<file path="src/rtl/prefetch_fetcher.sv">
// rtl/prefetch_fetcher.sv - per-core instruction fetcher with associative line buffers
//
// Serves FETCH-stage PC requests from NUM_LINE_BUFS fully-associative line
// buffers. Each buffer holds LINE_WORDS instructions. A miss is filled by a
// single wide program-memory read into the least-recently-used buffer.
//
// Build option: PREFETCH_FETCHER_PREFETCH_EN enables next-sequential-line
// prefetch while the core is idle. When it is not defined, memory is read
// only on demand misses.
//
// Ports:
//   clk              rising-edge clock
//   reset            asynchronous active-low reset
//   req_valid/req_pc core request, held until req_ready
//   req_ready        one-cycle pulse, instruction valid in that cycle
//   instruction      registered fetched instruction
//   flush            invalidates every line buffer
//   mem_read_valid   program-memory read request
//   mem_read_address line-aligned word address of the read
//   mem_read_ready   memory returns mem_read_data this cycle
//   mem_read_data    whole line; word i at [i*DATA_BITS +: DATA_BITS]

module prefetch_fetcher #(
  parameter int PROGRAM_MEM_ADDR_BITS = 8,
  parameter int PROGRAM_MEM_DATA_BITS = 16,
  parameter int LINE_WORDS            = 4,
  parameter int NUM_LINE_BUFS         = 2
) (
  input  logic                                          clk,
  input  logic                                          reset,
  input  logic                                          req_valid,
  input  logic [PROGRAM_MEM_ADDR_BITS-1:0]              req_pc,
  output logic                                          req_ready,
  output logic [PROGRAM_MEM_DATA_BITS-1:0]              instruction,
  input  logic                                          flush,
  output logic                                          mem_read_valid,
  output logic [PROGRAM_MEM_ADDR_BITS-1:0]              mem_read_address,
  input  logic                                          mem_read_ready,
  input  logic [LINE_WORDS*PROGRAM_MEM_DATA_BITS-1:0]   mem_read_data
);

  localparam int AW    = PROGRAM_MEM_ADDR_BITS;
  localparam int DW    = PROGRAM_MEM_DATA_BITS;
  localparam int OFF   = $clog2(LINE_WORDS);
  localparam int TAG_W = AW - OFF;
  localparam int IW    = $clog2(NUM_LINE_BUFS);

  localparam logic [IW-1:0] RANK_MRU = IW'(NUM_LINE_BUFS - 1);

  localparam logic [1:0] S_IDLE     = 2'd0;
  localparam logic [1:0] S_RESPOND  = 2'd1;
  localparam logic [1:0] S_DEMAND   = 2'd2;
`ifdef PREFETCH_FETCHER_PREFETCH_EN
  localparam logic [1:0] S_PREFETCH = 2'd3;
`endif

  logic [1:0]               state, state_d;
  logic [NUM_LINE_BUFS-1:0] buf_valid;
  logic [TAG_W-1:0]         buf_tag  [NUM_LINE_BUFS];
  logic [DW-1:0]            buf_data [NUM_LINE_BUFS][LINE_WORDS];
  // Age rank per buffer: 0 = least recently used, NUM_LINE_BUFS-1 = most.
  logic [IW-1:0]            lru_rank [NUM_LINE_BUFS];

  // Line currently being read and the word the waiting request wants.
  // pend_store drops when a flush hits while the read is in flight.
  logic [TAG_W-1:0]         pend_tag, pend_tag_d;
  logic [OFF-1:0]           pend_word, pend_word_d;
  logic                     pend_store, pend_store_d;

  logic                     req_ready_d;
  logic [DW-1:0]            instr_d;
  logic                     mem_valid_d;
  logic [AW-1:0]            mem_addr_d;

  logic                     fill_en;
  logic                     touch_en;
  logic [IW-1:0]            touch_idx;

  logic [TAG_W-1:0]         req_tag;
  logic [OFF-1:0]           req_word;
  logic                     hit;
  logic [IW-1:0]            hit_idx;
  logic [IW-1:0]            victim_idx;
  logic [DW-1:0]            mem_words [LINE_WORDS];

  assign req_tag  = req_pc[AW-1:OFF];
  assign req_word = req_pc[OFF-1:0];

  always_comb begin
    for (int w = 0; w < LINE_WORDS; w++) begin
      mem_words[w] = mem_read_data[w*DW +: DW];
    end
  end

  // Fills never duplicate a resident tag, so at most one buffer matches.
  always_comb begin
    hit     = 1'b0;
    hit_idx = '0;
    for (int i = 0; i < NUM_LINE_BUFS; i++) begin
      if (buf_valid[i] && (buf_tag[i] == req_tag)) begin
        hit     = 1'b1;
        hit_idx = IW'(i);
      end
    end
  end

  always_comb begin
    victim_idx = '0;
    for (int i = 0; i < NUM_LINE_BUFS; i++) begin
      if (lru_rank[i] == '0) begin
        victim_idx = IW'(i);
      end
    end
  end

`ifdef PREFETCH_FETCHER_PREFETCH_EN
  // Prefetch bookkeeping: last served tag and whether its successor line
  // may still be prefetched (one prefetch per served tag).
  logic [TAG_W-1:0] last_tag, last_tag_d;
  logic             last_seen, last_seen_d;
  logic             pf_armed, pf_armed_d;
  logic [TAG_W-1:0] next_tag;
  logic             next_hit;
  logic             serve_en;
  logic [TAG_W-1:0] serve_tag;
  logic             serve_keep;
  logic             pf_issue;

  // Wraps naturally: the line after the last one is line 0.
  assign next_tag = last_tag + TAG_W'(1);

  always_comb begin
    next_hit = 1'b0;
    for (int i = 0; i < NUM_LINE_BUFS; i++) begin
      if (buf_valid[i] && (buf_tag[i] == next_tag)) begin
        next_hit = 1'b1;
      end
    end
  end

  always_comb begin
    last_tag_d  = last_tag;
    last_seen_d = last_seen;
    pf_armed_d  = pf_armed;
    if (serve_en) begin
      if (!serve_keep) begin
        // Served from data that was not kept: no prefetch follows it.
        last_seen_d = 1'b0;
        pf_armed_d  = 1'b0;
      end else if (!last_seen || (serve_tag != last_tag)) begin
        last_tag_d  = serve_tag;
        last_seen_d = 1'b1;
        pf_armed_d  = 1'b1;
      end
    end
    if (pf_issue || flush) begin
      pf_armed_d = 1'b0;
    end
  end

  always_ff @(posedge clk or negedge reset) begin
    if (!reset) begin
      last_tag  <= '0;
      last_seen <= 1'b0;
      pf_armed  <= 1'b0;
    end else begin
      last_tag  <= last_tag_d;
      last_seen <= last_seen_d;
      pf_armed  <= pf_armed_d;
    end
  end
`endif

  always_comb begin
    state_d      = state;
    req_ready_d  = 1'b0;
    instr_d      = instruction;
    mem_valid_d  = mem_read_valid;
    mem_addr_d   = mem_read_address;
    pend_tag_d   = pend_tag;
    pend_word_d  = pend_word;
    pend_store_d = pend_store;
    fill_en      = 1'b0;
    touch_en     = 1'b0;
    touch_idx    = hit_idx;
`ifdef PREFETCH_FETCHER_PREFETCH_EN
    serve_en     = 1'b0;
    serve_tag    = req_tag;
    serve_keep   = 1'b0;
    pf_issue     = 1'b0;
`endif

    case (state)
      S_IDLE: begin
        if (req_valid) begin
          if (hit) begin
            instr_d     = buf_data[hit_idx][req_word];
            req_ready_d = 1'b1;
            touch_en    = 1'b1;
            touch_idx   = hit_idx;
            state_d     = S_RESPOND;
`ifdef PREFETCH_FETCHER_PREFETCH_EN
            serve_en    = 1'b1;
            serve_tag   = req_tag;
            serve_keep  = 1'b1;
`endif
          end else begin
            mem_valid_d  = 1'b1;
            mem_addr_d   = {req_tag, {OFF{1'b0}}};
            pend_tag_d   = req_tag;
            pend_word_d  = req_word;
            pend_store_d = 1'b1;
            state_d      = S_DEMAND;
          end
        end
`ifdef PREFETCH_FETCHER_PREFETCH_EN
        else if (pf_armed && !next_hit && !flush) begin
          mem_valid_d  = 1'b1;
          mem_addr_d   = {next_tag, {OFF{1'b0}}};
          pend_tag_d   = next_tag;
          pend_store_d = 1'b1;
          pf_issue     = 1'b1;
          state_d      = S_PREFETCH;
        end
`endif
      end

      S_RESPOND: begin
        state_d = S_IDLE;
      end

      S_DEMAND: begin
        if (mem_read_ready) begin
          mem_valid_d = 1'b0;
          instr_d     = mem_words[pend_word];
          req_ready_d = 1'b1;
          state_d     = S_RESPOND;
          // A flush before or during this edge means respond but do not keep.
          fill_en     = pend_store && !flush;
          touch_en    = pend_store && !flush;
          touch_idx   = victim_idx;
`ifdef PREFETCH_FETCHER_PREFETCH_EN
          serve_en    = 1'b1;
          serve_tag   = pend_tag;
          serve_keep  = pend_store && !flush;
`endif
        end else if (flush) begin
          pend_store_d = 1'b0;
        end
      end

`ifdef PREFETCH_FETCHER_PREFETCH_EN
      S_PREFETCH: begin
        if (mem_read_ready) begin
          mem_valid_d = 1'b0;
          fill_en     = pend_store && !flush;
          touch_en    = pend_store && !flush;
          touch_idx   = victim_idx;
          // A request for the line being returned is served from the bus
          // data; anything else goes back through IDLE for a fresh lookup.
          if (req_valid && (req_tag == pend_tag)) begin
            instr_d     = mem_words[req_word];
            req_ready_d = 1'b1;
            state_d     = S_RESPOND;
            serve_en    = 1'b1;
            serve_tag   = req_tag;
            serve_keep  = pend_store && !flush;
          end else begin
            state_d = S_IDLE;
          end
        end else if (flush) begin
          pend_store_d = 1'b0;
        end
      end
`endif

      default: begin
        state_d = S_IDLE;
      end
    endcase
  end

  always_ff @(posedge clk or negedge reset) begin
    if (!reset) begin
      state            <= S_IDLE;
      req_ready        <= 1'b0;
      instruction      <= '0;
      mem_read_valid   <= 1'b0;
      mem_read_address <= '0;
      pend_tag         <= '0;
      pend_word        <= '0;
      pend_store       <= 1'b0;
      buf_valid        <= '0;
      for (int i = 0; i < NUM_LINE_BUFS; i++) begin
        buf_tag[i]  <= '0;
        lru_rank[i] <= IW'(i);
        for (int w = 0; w < LINE_WORDS; w++) begin
          buf_data[i][w] <= '0;
        end
      end
    end else begin
      state            <= state_d;
      req_ready        <= req_ready_d;
      instruction      <= instr_d;
      mem_read_valid   <= mem_valid_d;
      mem_read_address <= mem_addr_d;
      pend_tag         <= pend_tag_d;
      pend_word        <= pend_word_d;
      pend_store       <= pend_store_d;

      if (fill_en) begin
        buf_tag[victim_idx]   <= pend_tag;
        buf_valid[victim_idx] <= 1'b1;
        for (int w = 0; w < LINE_WORDS; w++) begin
          buf_data[victim_idx][w] <= mem_words[w];
        end
      end

      // Touched buffer becomes MRU; everything younger than it ages by one.
      if (touch_en) begin
        for (int i = 0; i < NUM_LINE_BUFS; i++) begin
          if (IW'(i) == touch_idx) begin
            lru_rank[i] <= RANK_MRU;
          end else if (lru_rank[i] > lru_rank[touch_idx]) begin
            lru_rank[i] <= lru_rank[i] - IW'(1);
          end
        end
      end

      // Flush overrides a same-cycle fill.
      if (flush) begin
        buf_valid <= '0;
      end
    end
  end

endmodule

</file>
<file path="config.mk">
export PLATFORM = sky130hd
export DESIGN_NAME = prefetch_fetcher
export DESIGN_NICKNAME = d
export VERILOG_FILES = /design/src/rtl/prefetch_fetcher.sv
export SDC_FILE = /design/constraint.sdc
export NUM_CORES = 1
export LEC_CHECK = 0
export ABC_AREA = 1
export CORE_ASPECT_RATIO = 1.1
export CORE_MARGIN = 10
export CORE_UTILIZATION = 55
export DETAILED_ROUTE_END_ITERATION = 8
export PLACE_DENSITY = 0.85
export SYNTH_ARGS = -nofsm -noshare
export SYNTH_HDL_FRONTEND = slang
export SYNTH_SLANG_ARGS = --single-unit
</file>
<file path="constraint.sdc">
create_clock -name clk -period 3.38 [get_ports clk]
set_input_delay 1.014 -clock clk [delete_from_list [all_inputs] [get_ports clk]]
set_output_delay 1.014 -clock clk [all_outputs]
set_load 0.005 [all_outputs]
</file>
==> parameters.txt, run 1 <==
Parameter                              Value

Status
  Outcome    completed

GRT
  Initial antenna violation count    0
  Number of global-route vias before repair    7769
  GRT Util Overall    0.235
  Met2 GRT Util    0.376
  Global route overflow    0
  Pin count of the biggest net entering global routing    68
  Global-route wire length before repair    40000 um
  Met3 usage in global routing    0.0573
  Met1 track demand over resource    0.303
  Peak-usage layer in the global routing report    met2

Clock network
  CTS hold repair buffers    0
  Setup fix buffers added after clock tree synthesis    0
  Max clock buf depth    2
  Clock transition at the register clock pins on the worst setup and hold paths after CTS    0.07 ns
  Number of buffers created by CTS    17
  H-tree depth reported by CTS    4
  Insertion delay to the later sink of the worst-skew pair    0.44 ns
  Num Clock Sinks    173
  # resized after CTS    0
  Clock tree root driver cell    sky130_fd_sc_hd__clkbuf_16
  Clock tree from TritonCTS    yes

Worst setup path
  Crit path largest cell delay    0.54 ns
  Kind of launch point of the worst setup path    input port
  Data arrival, critical path    3.05 ns
  Required time of the critical path    3.68 ns
  Endpoint type of the worst setup path    register
  Crit-path max FO    26
  Most common cell on crit path    sky130_fd_sc_hd__nand2_1
  WS Path Type    input port to register
  Critical Path Slowest Stage Cell    sky130_fd_sc_hd__clkdlybuf4s50_1
  CP Cell Sequence    clkdlybuf4s50_1 > inv_1 > nand2_1 > nand2_1 > nand2_1 > nor2_4 > nand2_2 > buf_12 > nand3_2 > nand2_1 > o21ai_0

Layout
  Fill cell instance count of the final layout    1155
  Layout cells sized above 1    0.0551
  Combined area of the multi-input logic cells    0.00342 sq mm
  Final core utilization    0.684
  Final-stage net count    1243
  Area grow syn2layout    21.7%
  Ant. Diodes    0
  Storage cell area    0.00433 sq mm

Synth
  Synthesis-stage register bit count    173
  Post-synth cell types    25
  Warnings from Yosys    0
  Synthesized instance count    1102
  Post-Syn Area per Cell    7.71 sq um
  Sequential fraction of the synthesis area    0.510
  Post-synthesis instance area    0.00849 sq mm

Pwr
  Sw power    3.07 mW
  Switching fraction of total power    0.356
  Worst-case vdd ir drop    0.444 mV
  Clock network fraction of design power    0.249
  Power per cell area    834 mW/mm^2
  Design internal power    5.55 mW
  Post-layout total power    8.62 mW
  Comb power frac    0.321
  Share of power burned in registers    0.430
  Leak pwr    4.99 nW

Place
  Buffers added on ports    100
  HPWL reported at the end of detailed placement    15700 um
  Routability congestion estimate from global placement    0.910

Route
  Initial drt markers    892
  Final WL    24600 um
  Routed wire length per instance    17.9 um
  Number of iterations in the first detailed-routing pass    6
  Post-detailed-route via-to-cell ratio    5.82
  Post-route DRC violation count    0
  Number of vias in the routed layout    8004
  Remaining antenna violation count after routing    0

STA
  Unrepaired setup endpoints after global routing    no
  Final setup skew    0.0102 ns
  Final-layout setup total negative slack    0 ns
  Setup-violating endpoint count in the final report    0
  Max Freq    0.363 GHz
  Slew Limit Headroom    0.287
  Tcrit/Tclk final    0.816
  Minimum period implied by the final worst setup slack    2.76 ns
  Number of max-slew violations in the final report    0
  Number of failing hold endpoints at the final stage    0
  Worst-margin pin slew    1.07 ns

Floorplanning
  Placeable core region    0.0151 sq mm
  Io pins    103
  Die outline width    138 um
  Height of the die    150 um
  Area enclosed by the die boundary    0.0208 sq mm
  Starting utilization of the core area    0.562
  Total number of placement rows    47

Min path
  Class of the most critical hold timing path    register to register

Job
  MaxCap Viol Count    0
==> worst max-delay path: cells and delay by family <==
kind | cells | cell delay [ns]
buf+inv | 3 | 0.84
compound gates | 1 | 0.13
simple gates | 7 | 1.08
==> metrics by stage <==
step | setup WS (ns) | area (sq um) | cells | hold WS, ns
2_1_floorplan | 1.24 | 8500 | 1103 | 0.441
3_3_place_gp | 0.445 | 9680 | 1343 | 0.455
3_5_place_dp | 0.320 | 9680 | 1343 | 0.460
4_1_cts | 0.676 | 10300 | 1375 | 0.474
5_1_grt | 0.506 | 10300 | 1375 | 0.491
6_report | 0.622 | 10300 | 1375 | 0.473
==> cells in the final DEF, fill, tap and decap left out, drive strengths merged, types with 2 or more instances in the layout <==
master,n
nand2,337
nand3,179
dfrtp,172
o21ai,171
clkdlybuf4s50,99
inv,96
buf,24
nor2,23
clkbuf,23
a21oi,19
a221oi,16
clkinv,5
bufinv,4
clkinvlp,3
xor2,2
conb,2
==> area by class of cell <==
type	instances	area share
clock inverters	9	0.0151
well taps	196	0.0237
multi-input cells	752	0.331
inverters	99	0.0360
repair buffers	123	0.127
clock buffers	23	0.0482
flip-flops and latches	173	0.419
==> power by group through the flow <==
| stage | Combinational [mW] | Clock, mW | Sequential, mW |
|---|---|---|---|
| 6_report | 2.77 | 2.15 | 3.71 |
| 5_1_grt | 3.13 | 2.25 | 3.81 |
| 4_1_cts | 2.74 | 2.15 | 3.69 |
| 3_5_place_dp | 2.69 | 0 | 3.69 |
| 3_3_place_gp | 2.57 | 0 | 3.67 |
| 2_1_floorplan | 1.80 | 0 | 3.51 |
==> flip-flops by register name (all words and copies together) (netlist names) <==
signal and flops:
buf_tag 12, state 2, pend_tag 6, buf_data 128, buf_valid 2, mem_read_valid 1, pend_store 1, pend_word 2
req_ready 1, lru_rank 2, instruction 16
==> metal layers <==
layer  vias to the layer above  part of all wire
met5                         -                 0
met4                         0             0.028
met3                        75             0.089
met2                       448              0.47
met1                      3766              0.41
li1                       3715                 -
==> cells in the mapped netlist, drive strengths merged <==
cell type	number	share of area
nand4	1	0.00074
a21oi	19	0.011
dfrtp	172	0.51
conb	1	0.00044
buf	40	0.030
o2111ai	1	0.0010
a221oi	16	0.016
nor2	23	0.011
inv	96	0.042
nand2	337	0.15
nand3	179	0.11
nor3	1	0.00059
dfstp	1	0.0031
clkbuf	39	0.017
clkinv	3	0.0013
o21ai	171	0.10
xor2	2	0.0021
==> logic make-up (layout without fill, tap and decap cells) <==
| logic type | Yosys count | count (layout) | share of synthesized area |
|---|---|---|---|
| other | 1 | 2 | 0.000441 |
| AOI/OAI and AO/OA | 207 | 207 | 0.129 |
| and+or+nand+nor | 541 | 541 | 0.267 |
| buffers and inverters | 178 | 254 | 0.0909 |
| DFF | 173 | 173 | 0.510 |
| xor gates and xnor gates | 2 | 2 | 0.00206 |
==> worst paths after layout <==
check / start / to / slack, ns / depth (start not counted)
setup / recovery: req_pc[4] / pend_tag[2] / 0.62 / 11
hold / removal: lru_rank[1] / lru_rank[1] / 0.47 / 2
setup reg to reg: pend_word[0] / instruction[11] / 1.04 / 6
hold reg to reg: lru_rank[1] / lru_rank[1] / 0.47 / 2
max in group asynchronous: reset / buf_data[9] / 2.04 / 2
min in group asynchronous: reset / buf_tag[0] / 0.58 / 1
Power figures use the tool's default switching activity.
==> run 2: changes to the inputs <==
Clock period 3.38 ns to 2.7 ns, I/O delays scaled along.
==> parameters.txt, run 2 (synthesized netlist as in run 1, its figures left out) <==
Parameter                              Value

Clock network
  CTS hold repair buffers    0
  Number of buffers created by CTS    17
  Clock tree from TritonCTS    yes
  Num Clock Sinks    173
  Max clock buf depth    2
  Insertion delay to the later sink of the worst-skew pair    0.44 ns
  Clock transition at the register clock pins on the worst setup and hold paths after CTS    0.06 ns
  # resized after CTS    0
  Clock tree root driver cell    sky130_fd_sc_hd__clkbuf_16
  H-tree depth reported by CTS    4
  Setup fix buffers added after clock tree synthesis    0

GRT
  GRT Util Overall    0.239
  Number of global-route vias before repair    7908
  Global route overflow    0
  Global-route wire length before repair    40800 um
  Pin count of the biggest net entering global routing    68
  Initial antenna violation count    0

Pwr
  Leak pwr    5.10 nW
  Power per cell area    1010 mW/mm^2
  Post-layout total power    10.7 mW
  Worst-case vdd ir drop    0.572 mV

Job
  MaxCap Viol Count    0

STA
  Final setup skew    0.00929 ns
  Max Freq    0.435 GHz
  Setup WS post-layout    0.402 ns
  Tcrit/Tclk final    0.851
  Number of max-slew violations in the final report    0
  Setup-violating endpoint count in the final report    0
  Slew Limit Headroom    0.571
  Number of failing hold endpoints at the final stage    0
  Minimum period implied by the final worst setup slack    2.30 ns
  Worst-margin pin slew    0.643 ns
  Final-layout setup total negative slack    0 ns
  Unrepaired setup endpoints after global routing    no

Layout
  Most common cell after layout, fill and taps aside    sky130_fd_sc_hd__nand2_1
  Final-stage net count    1265
  Most flops, register    buf_data
  Fill cell instance count of the final layout    1129
  Layout cells sized above 1    0.0717
  Area grow syn2layout    24.0%
  Max FFs per register    128
  Largest registers    buf_data: 128 flops, instruction: 16 flops, buf_tag: 12 flops
  Final core utilization    0.697
  Commonest non-fill, non-tap cells in the layout    sky130_fd_sc_hd__nand2_1, sky130_fd_sc_hd__nand3_1, sky130_fd_sc_hd__dfrtp_1
  Post-route cell area    0.0105 sq mm
  Ant. Diodes    0

Floorplanning
  Io pins    103
  Die outline width    138 um
  Height of the die    150 um
  Area enclosed by the die boundary    0.0208 sq mm
  Placeable core region    0.0151 sq mm
  Starting utilization of the core area    0.562
  Total number of placement rows    47

Place
  HPWL reported at the end of detailed placement    16400 um
  Buffers added on ports    100
  Dpl ws    0.0126 ns
  Routability congestion estimate from global placement    0.899
  Cell area after placement    0.00995 sq mm

Worst setup path
  Data arrival, critical path    2.67 ns
  Kind of launch point of the worst setup path    input port
  WS Path Type    input port to register
  Worst Setup SP    req_pc[7]
  Crit-path max FO    22
  Required time of the critical path    3.07 ns
  Reg-to-Reg Start    buf_tag[5]
  Endpoint type of the worst setup path    register

Route
  Post-route DRC violation count    0
  Remaining antenna violation count after routing    0
  Initial drt markers    1010
  Number of iterations in the first detailed-routing pass    5
  Routed wire length per instance    17.8 um
  Number of vias in the routed layout    8075
  Post-detailed-route via-to-cell ratio    5.78
  Final WL    24900 um

Min path
  Class of the most critical hold timing path    input port to asynchronous set/reset pin

Status
  Outcome    completed
[run 2: metal layers]
metal / track usage / part of all wire
met1: 0.306 / 0.40
met2: 0.375 / 0.47
met3: 0.0681 / 0.11
met4: 0.0934 / 0.027
met5: 0 / 0
[run 2: final timing paths]
path,to,slack [ns],depth (start not counted)
max in group asynchronous,buf_data[25],1.61,2
max,instruction[2],0.40,12
max reg2reg,instruction[2],0.88,12
min,buf_tag[1],0.37,1
min in group clk,mem_read_valid,0.47,2
min reg2reg,mem_read_valid,0.47,2
[run 2: per-stage QoR]
step	hold slack, ns	cells
floorplan	0.441	1103
global placement	0.454	1365
detailed placement	0.461	1365
CTS	0.396	1396
global route	0.401	1396
finish	0.365	1396
[run 2: report_power, final]
part	internal [mW]	total (mW)	switching, mW
registers	3.83	4.60	0.766
clock network	1.47	2.49	1.03
logic	1.53	3.59	2.06
total	6.83	10.7	3.85
[run 2: worst max-delay path, stage by stage]
cell and delay (ns):
sky130_fd_sc_hd__clkdlybuf4s50_1 0.49, sky130_fd_sc_hd__a21oi_1 0.18, sky130_fd_sc_hd__nand2_1 0.11, sky130_fd_sc_hd__nor2_4 0.11
sky130_fd_sc_hd__buf_4 0.20, sky130_fd_sc_hd__buf_12 0.18, sky130_fd_sc_hd__nand3_1 0.09, sky130_fd_sc_hd__nand3_1 0.08
sky130_fd_sc_hd__nand3_1 0.15, sky130_fd_sc_hd__nand3_1 0.13, sky130_fd_sc_hd__nand2_1 0.06, sky130_fd_sc_hd__nand2_1 0.06
[run 2: layout make-up]
type                       instances  area, sq um  area share
clock inverter                    12          146      0.0139
tap                              196          245      0.0233
clock buffer                      19          443      0.0420
multi-input combinational        752         3420       0.325
sequential                       173         4330       0.411
timing repair buffer             145         1580       0.150
inverter                          99          372      0.0353
==> run 3: changes to the inputs <==
Settings changed: SLEW_MARGIN set to 25.
==> results of run 3 <==
Same layout as run 2: the final DEF is identical, and so are final timing and power.
==> variant (settings of run 2) <==
Add a define of `PREFETCH_FETCHER_PREFETCH_EN`.
--- a/src/rtl/prefetch_fetcher.sv
+++ b/src/rtl/prefetch_fetcher.sv
@@ -22,2 +22,4 @@
 
+`define PREFETCH_FETCHER_PREFETCH_EN
+
 module prefetch_fetcher #(
Formal check against the unedited RTL: same outputs for any inputs over 4 cycles, from zero or initial values and one cycle with reset low; that may be too few to reach the edited logic, so the function may still have changed.
==> variant against run 2 <==
Global-route usage up 3.1 points. Setup slack worse by 0.13 ns. Total power increased by 23%. Final area rose by 20%. Count of clock-buffer cells in the layout unchanged. Wire length rose by 36%. Fmax down 5.4%. Sequential cell count up 8. Area after synthesis increased by 24%. Largest power group is now combinational logic.
==> variant: results (changes against run 2) <==
Worst setup path
  • R2R cell count: 15 (+3)
  • R2R setup slack: 0.42 ns (-0.46 ns)
  • CP top delay family: simple AND/OR/NAND/NOR gates
  • CP peak stage delay: 0.60 ns (+0.11 ns)
  • Worst R2R Start: last_tag[1]$_DFFE_PN0P_
  • Worst Setup EP: instruction[4]$_DFFE_PN0P_
  • FF-to-FF End: mem_read_address[5]$_DFFE_PN0P_
  • Crit path DAT: 2.80 ns (+0.13 ns)

Final layout
  • Filler cells: 1662 (+47%)
  • Final net count: 1688 (+33%)
  • Utilization after layout: 0.667 (-0.0298)

Pwr
  • Pwr Total: 13200 uW (+23%)
  • Clock net power: 2600 uW (+4%)
  • VDD IR max: 0.622 mV (+8.6%)
  • Cell Int Power: 7720 uW (+13%)
  • Comb pwr share: 0.425 (+0.089)

GRT
  • Total GRT Usage: 0.269 (+0.0306)

Routing
  • Starting DRC count in detailed routing: 969 (-4.1%)
  • 1st-pass router iterations: 6 (+1)
  • Vias: 10592 (+31%)

Outcome
  • Status: completed

Placed design
  • Dpl cells: 1838 (+35%)
  • Final HPWL DP: 24200 um (+47%)
  • Placement-stage cell area: 12000 um2 (+21%)
  • Dpl ws: -0.146 ns (-0.158 ns)

Synthesis
  • Most frequent cells after synthesis: nand2_1 (390), inv_1 (225), o21ai_0 (225)
  • Register area share after synthesis: 0.430 (-0.0800)
  • Mapped Cells: 1516 (+38%)
  • Post-synth cell types: 39 (+56%)

Timing
  • Final setup skew: 0.0113 ns (+0.00205 ns)
  • Worst Tran Pin Value: 0.863 ns (+0.220 ns)
variant: changes by cell type after synthesis, sizes merged, moves of 7 or more:
cell | before | now
dfrtp | 172 | 180
a221oi | 16 | 0
inv | 96 | 231
nor2 | 23 | 60
buf | 40 | 32
nand4 | 1 | 8
nand3 | 179 | 164
a21o | 0 | 16
o21ai | 171 | 232
clkbuf | 39 | 54
a21oi | 19 | 106
o21bai | 0 | 16
nand2 | 337 | 399
variant: layout make-up:
type,instances,share of cell area
Timing Repair Buffer,160,0.124
Inverter,234,0.0695
Clock inverter,13,0.0125
Tap cell,247,0.0244
Sequential cell,181,0.358
Clock buffer,19,0.0358
Multi-Input combinational cell,1016,0.376
variant: worst min path at each step:
| stage | slack, ns | to | startpoint | cells past startpoint |
|---|---|---|---|---|
| after floorplan | 0.44 | last_seen$_DFFE_PN0P_ | last_seen$_DFFE_PN0P_ | 2 |
| after global placement | 0.46 | buf_data[79]$_DFFE_PN0P_ | buf_data[79]$_DFFE_PN0P_ | 2 |
| after detailed placement | 0.47 | buf_data[64]$_DFFE_PN0P_ | buf_data[64]$_DFFE_PN0P_ | 2 |
| after CTS | 0.21 | buf_data[97]$_DFFE_PN0P_ | reset | 1 |
| after global routing | 0.23 | buf_data[33]$_DFFE_PN0P_ | reset | 1 |
| final | 0.22 | buf_data[44]$_DFFE_PN0P_ | reset | 1 |
variant: routing by layer:
layer,wire (um),global-route usage,share of wire
met1,12600,0.297,0.37
met2,17100,0.485,0.50
met3,2370,0.0505,0.070
met4,1860,0.147,0.055
met5,0,0,0
variant: logic make-up after synthesis:
kind of cell | Yosys count | share of synthesized area
compound gates | 371 | 0.185
xor+xnor | 4 | 0.00332
fa+ha+maj | 1 | 0.00119
buf+inv | 320 | 0.122
simple gates | 638 | 0.259
flops | 181 | 0.430
other cells | 1 | 0.000356
